File: src/rtl/aes_round_ctrl.sv
// AES-128 encryption round controller: holds state, round key and round counter,
// and drives an external combinational round datapath and key expander.
`timescale 1ns/1ps

module aes_round_ctrl #(
  parameter int unsigned Nb = 128,
  parameter int unsigned NR = 10
) (
  input  logic          clk,
  input  logic          rst_n,
  input  logic          start,
  input  logic [Nb-1:0] plaintext,
  input  logic [Nb-1:0] key,
  output logic [Nb-1:0] dp_state_out,
  output logic [Nb-1:0] dp_key_out,
  output logic [7:0]    dp_rcon,
  output logic          dp_final,
  input  logic [Nb-1:0] dp_state_in,
  input  logic [Nb-1:0] dp_key_in,
  output logic [3:0]    round_cnt,
  output logic          busy,
  output logic          done,
  output logic [Nb-1:0] ciphertext
);

  localparam logic [1:0] IDLE  = 2'd0;
  localparam logic [1:0] ROUND = 2'd1;
  localparam logic [1:0] FINAL = 2'd2;

  localparam logic [3:0] RoundBeforeFinal = 4'(NR - 1);

  logic [1:0]    fsm_q, fsm_d;
  logic [Nb-1:0] state_q, state_d;
  logic [Nb-1:0] key_q, key_d;
  logic [Nb-1:0] ct_q, ct_d;
  logic [3:0]    rc_q, rc_d;
  logic          busy_q, busy_d;
  logic          done_q, done_d;

  always_comb begin
    fsm_d   = fsm_q;
    state_d = state_q;
    key_d   = key_q;
    ct_d    = ct_q;
    rc_d    = rc_q;
    busy_d  = busy_q;
    done_d  = 1'b0;

    case (fsm_q)
      IDLE: begin
        if (start) begin
          // Initial AddRoundKey happens here, so round 1 sees the whitened block.
          state_d = plaintext ^ key;
          key_d   = key;
          rc_d    = 4'd1;
          busy_d  = 1'b1;
          fsm_d   = (NR == 1) ? FINAL : ROUND;
        end
      end

      ROUND: begin
        state_d = dp_state_in;
        key_d   = dp_key_in;
        rc_d    = rc_q + 4'd1;
        if (rc_q == RoundBeforeFinal) begin
          fsm_d = FINAL;
        end
      end

      FINAL: begin
        // State and key registers hold; only the ciphertext captures the last round.
        ct_d   = dp_state_in;
        done_d = 1'b1;
        busy_d = 1'b0;
        rc_d   = 4'd0;
        fsm_d  = IDLE;
      end

      default: begin
        fsm_d = IDLE;
      end
    endcase
  end

  always_ff @(posedge clk or negedge rst_n) begin
    if (!rst_n) begin
      fsm_q   <= IDLE;
      state_q <= '0;
      key_q   <= '0;
      ct_q    <= '0;
      rc_q    <= 4'd0;
      busy_q  <= 1'b0;
      done_q  <= 1'b0;
    end else begin
      fsm_q   <= fsm_d;
      state_q <= state_d;
      key_q   <= key_d;
      ct_q    <= ct_d;
      rc_q    <= rc_d;
      busy_q  <= busy_d;
      done_q  <= done_d;
    end
  end

  always_comb begin
    dp_rcon = 8'h00;
    case (rc_q)
      4'd1:    dp_rcon = 8'h01;
      4'd2:    dp_rcon = 8'h02;
      4'd3:    dp_rcon = 8'h04;
      4'd4:    dp_rcon = 8'h08;
      4'd5:    dp_rcon = 8'h10;
      4'd6:    dp_rcon = 8'h20;
      4'd7:    dp_rcon = 8'h40;
      4'd8:    dp_rcon = 8'h80;
      4'd9:    dp_rcon = 8'h1b;
      4'd10:   dp_rcon = 8'h36;
      default: dp_rcon = 8'h00;
    endcase
  end

  assign dp_final     = (fsm_q == FINAL);
  assign dp_state_out = state_q;
  assign dp_key_out   = key_q;
  assign round_cnt    = rc_q;
  assign busy         = busy_q;
  assign done         = done_q;
  assign ciphertext   = ct_q;

endmodule

File: config.mk
export PLATFORM = sky130hd
export DESIGN_NAME = aes_round_ctrl
export DESIGN_NICKNAME = d
export VERILOG_FILES = /design/src/rtl/aes_round_ctrl.sv
export SDC_FILE = /design/constraint.sdc
export NUM_CORES = 1
export LEC_CHECK = 0
export ABC_AREA = 1
export CAP_MARGIN = 40
export CORE_AREA = 2 2 352 354
export CTS_BUF_LIST = sky130_fd_sc_hd__clkbuf_4 sky130_fd_sc_hd__clkbuf_8 sky130_fd_sc_hd__clkbuf_16
export DETAILED_ROUTE_END_ITERATION = 10
export DIE_AREA = 0 0 354 356
export SYNTH_ARGS = -nofsm -noshare
export SYNTH_HDL_FRONTEND = slang
export SYNTH_SLANG_ARGS = --single-unit
File: constraint.sdc
create_clock -name clk -period 1.7 [get_ports clk]
set_input_delay 0.255 -clock clk [delete_from_list [all_inputs] [get_ports clk]]
set_output_delay 0.255 -clock clk [all_outputs]
set_load 0.03 [all_outputs]
# Word level (Yosys, flattened, before mapping)
# Memory sizes are Yosys's and may differ from the RTL's.
# Index checks and enable logic that the tools add are counted.
op_classes:
  addsub: 1
  eq_ne: 5
  n_mux: 12
  n_bitwise: 1
  n_reduce_logical: 8
ops:
  columns: ["operator", "n"]
  rows:
  - ["$pmux 128 s2", 2]
  - ["$mux 128", 2]
  - ["$xor 128x128->128", 1]
  - ["$pmux 4 s3", 1]
  - ["$reduce_and 2->1", 4]
  - ["$add 4x1->4 const B", 1]
  - ["$eq 4x4->1 const B", 1]
  - ["$mux 2", 2]
  - ["$mux 4", 1]
  - ["$ne 2x2->1 const B", 2]
  - ["$pmux 2 s2", 1]
  - ["$reduce_bool 2->1", 2]
  - ["$reduce_bool 3->1", 1]
  - ["$eq 2x1->1 const B", 1]
  - ["$eq 2x2->1 const B", 1]
  - ["$logic_not 2->1", 1]
  - ["$mux 1", 2]
  - ["$pmux 1 s2", 1]
totals:
  register_bits: 392
  romBits: 128
  in_bits: 515
  output_inout_bits: 399
  word_cells: 35
  memories: 1
mem_list:
  columns: ["name", "depth", "width", "read_ports", "rd_ports_with_merged_regs", "write_ports", "line", "source"]
  rows:
  - ["(name not given)", 16, 8, 1, 0, 0, "107", "case (rc_q)"]

# Depth between registers and ports, before layout
depth:
  ltp_word: 3
  ltp_mapped: 11
  mapped_depth_nobuf: 8

# Least setup slack after synthesis
# Ideal clock, no wire load.
synth_path:
  path_type: "reg2out"
  from: "register rc_q[1], in the netlist round_cnt[1]"
  to: "output dp_rcon[3]"
  arrival_ns: 1.732
  required_time_ns: 1.445
  path_slack_ns: -0.287
  path_stages_with_launch: 7
  path_buffers: 0
  cell_sequence: "dfrtp_1 > inv_1 > ha_1 > inv_1 > nor2_1 > nand2_1 > o21ai_0"
synth_via:
  elab_chain_len: 1
synth_lines:
  columns: ["item", "line", "source"]
  rows:
  - ["start: declaration", "36", "logic [3:0] rc_q, rc_d;"]
  - ["start signal: assignment", "99", "rc_q <= rc_d;"]
  - ["$mem_v2 16x8", null, null]
  - ["end: declaration", "16", "output logic [7:0] dp_rcon,"]
# Every way passes these cells.

# Worst setup path after layout
# Ends and elaborated chain as after synthesis.

==> metrics.md <==
| Metric | Value |
|---|---|
| Inserted Clock Buffers | 49 |
| First-pass GRT wire length | around 150000 um |
| Switch share | 0.4753 |
| # rows | 129 |
| Fin crit share | 1.183 |
| Die ar. | 126000 um2 |
| TritonCTS clock tree | yes |
| Total congestion overflow | 0 |
| Layout cells sized above 1 | 0.2128 |
| Iter 0 DRT Violations | 1628 |
| Yosys warns | 0 |
| Initial Util | 0.1618 |
| Most frequent cells in the layout | 1364 x nand2_1, 513 x clkdlybuf4s50_1, 387 x dfrtp_1 |
| Slew @ Worst Pin | 416.5 ps |
| Placed insts | approximately 5500 |
| Hold Fails Final Rpt | 0 |
| Final WL | 116200 um |
| Status | complete, but fails checks |
| Clock-pin slew on the worst setup and hold paths | 60 ps |
| Placed inst area | 32320 um2 |
| NetSw | roughly 0.039 W |
| Pwr Total | roughly 0.08 W |
| Setup crit start kind | register |
| Fill cell count | roughly 13000 |
| Clock Skew | between 20 and 25 ps |
| CTS root buffer | clkbuf_16 |
| CP Class | reg2out |
| Via count | around 23000 |
| Layout Area Growth over Synthesis | 92.92% |
| Nets | ~4500 |
| Syn_area_per_cell | 6.821 um2 |
| Final instance area | about 38000 um2 |
| RSZ-0062 raised after global routing | yes |
| Maximum clock path buffer count | 3 |
| Largest net degree at the start of global routing | between 60 and 70 |
| Area of the mapped netlist | 19850 um2 |
| Antenna viol nets, final | 0 |
| CP Capture Type | output port |
| Vias in the first global route | 22060 |
| Via density | approximately 4.1 |
| P_leak | roughly 19 nW |
| Wirelength per Cell | 20.43 um |
| Non-Filler Instances | 5687 |
| Gp weighted congestion | between 0.9 and 1 |
| Hold WC Path Type | in2async |
| Synthesized instance count | 2910 |
| Yosys reg bits | 392 |
| Die X | 354 um |
| Drt drc | 0 |
| Crit path time final | 2011 ps |
| Comb pwr share | 0.652 |
| Slew HR | 0.7224 |
| Clock power frac | 0.137 |
| Max Transition Viols Final | 0 |
| Reg power frac | 0.210 |
| PwrDens | about 2200 nW/um2 |
| CP Max Fanout | 4 |
| Sequential fraction of the synthesis area | 0.4942 |
| Initial antenna violation count | 30 |
| Final hold slack | about 130 ps |
| Required @ worst endpoint | 1440 ps |
| Max-Cap Viols | 0 |
| Hpwl dp | between 80000 and 90000 um |
| CTS Sinks | 392 |
| R2R depth | 12 |
| Die Ht | ~360 um |
| Internal power | ~0.043 W |
| Gr usage total | 0.1686 |
| First-pass DRT Iterations | 5 |
| H-Tree Depth | 2 |
| Skew-Pair Late Insertion Delay | approximately 620 ps |
| Core area | ~120000 um2 |
| Top Ports | 914 |
| Setup_tns | -17460 ps |
| Critical path arrival | approximately 1800 ps |
| IO buf count | just over 900 |
| Commonest non-fill, non-tap cell in the layout | nand2_1 |
| Post-Syn Nets | about 3400 |
| Failing checks | negative setup slack |
| Final setup viols | around 250 |
| VDD IR max | roughly 1.0 mV |
| Max Freq | about 0.50 GHz |
| Final setup margin | -311.3 ps |
| Netlist cell types | 19 |
## cells by family after synthesis
logic type	share of synthesized area
AND/OR/NAND/NOR	0.3786
adder cells (fa/ha/maj)	0.006303
buffers and inverters	0.08572
flip-flops	0.4942
AO/OA/AOI/OAI	0.03523
## power groups by stage
stage | clock [W] | sequential [W] | combinational (W)
global placement | 0 | 0.0170 | 0.0417
CTS | 0.0115 | 0.0169 | 0.0468
floorplan | 0 | 0.0255 | 0.0128
global route | 0.0119 | 0.0178 | 0.0572
finish | 0.0113 | 0.0173 | 0.0538
detailed placement | 0 | 0.0170 | 0.0420
## per-layer routing
layer | track usage | part of all wire | up-vias
li1 | - | - | 10950
met1 | 0.2112 | 0.41 | 11030
met2 | 0.2735 | 0.47 | 988
met3 | 0.05096 | 0.084 | 199
met4 | 0.06059 | 0.035 | 30
met5 | 0 | 0.0016 | -
## state kept, by name, indices dropped and copies added, names as in the netlist
signal / flops
dp_key_out: 128
busy: 1
done: 1
dp_state_out: 128
round_cnt: 4
fsm_q: 2
ciphertext: 128
## Yosys cell counts
library cell | n | area (um2)
nand2_4 | 1 | 11.26
nand2_2 | 1 | 6.260
a21boi_0 | 1 | 7.510
o21ai_0 | 132 | 660.6
buf_2 | 89 | 445.4
buf_4 | 3 | 22.52
inv_2 | 1 | 3.750
buf_6 | 2 | 22.52
o22ai_1 | 5 | 31.28
nor2_1 | 260 | 975.9
dfrtp_1 | 392 | 9809
nand3_1 | 134 | 670.6
buf_1 | 2 | 7.510
inv_4 | 1 | 6.260
inv_1 | 272 | 1021
nand4_1 | 1 | 6.260
ha_1 | 10 | 125.1
nand2_1 | 1557 | 5844
clkbuf_1 | 46 | 172.7
## critical path, stage by stage (launching register included)
cell and delay [ps]:
dfrtp_2 460, inv_4 110, ha_4 140, inv_4 40, nor2_4 90, nand2_2 60
o21ai_2 80, buf_12 150
## worst paths after layout
check / from / end / slack (ps)
min in group clk: dp_state_in[15] / ciphertext[15] / 210
max in group asynchronous: rst_n / ciphertext[49] / 780
worst min register to register: ciphertext[0] / ciphertext[0] / 460
worst min-delay path: rst_n / dp_state_out[123] / 130
worst max register to register: fsm_q[0] / dp_state_out[112] / -130
worst max-delay path: round_cnt[1] / dp_rcon[3] / -310
## cell type report
class	instances	area (um2)	share of cell area
Antenna cell	8	20.02	0.0005228
Timing Repair Buffer	1185	13530	0.3534
Clock inverter	16	192.7	0.005032
Sequential cell	392	9816	0.2563
Tap cell	1637	2048	0.05349
Multi-Input combinational cell	2102	10080	0.2632
Clock buffer	73	1523	0.03976
Inverter	274	1085	0.02833
## per-stage QoR
step | utilization | setup WS (ps)
after global routing | 0.3122 | -410.1
after floorplan | - | -129.2
final | 0.3122 | -311.3
after global placement | 0.2635 | -195.8
after CTS | 0.2912 | -364.0
after detailed placement | 0.2635 | -213.5
## timing repair
item                                   4_1_cts  5_1_grt
endpoints found under the hold margin      216        0
cloned                                      35       32
setup endpoints to repair                  633      410
buffers inserted                            29       24
resized for setup                          825      541
hold buffers                                 1        0
pin swaps                                   21      106
Power figures use the tool's default switching activity.
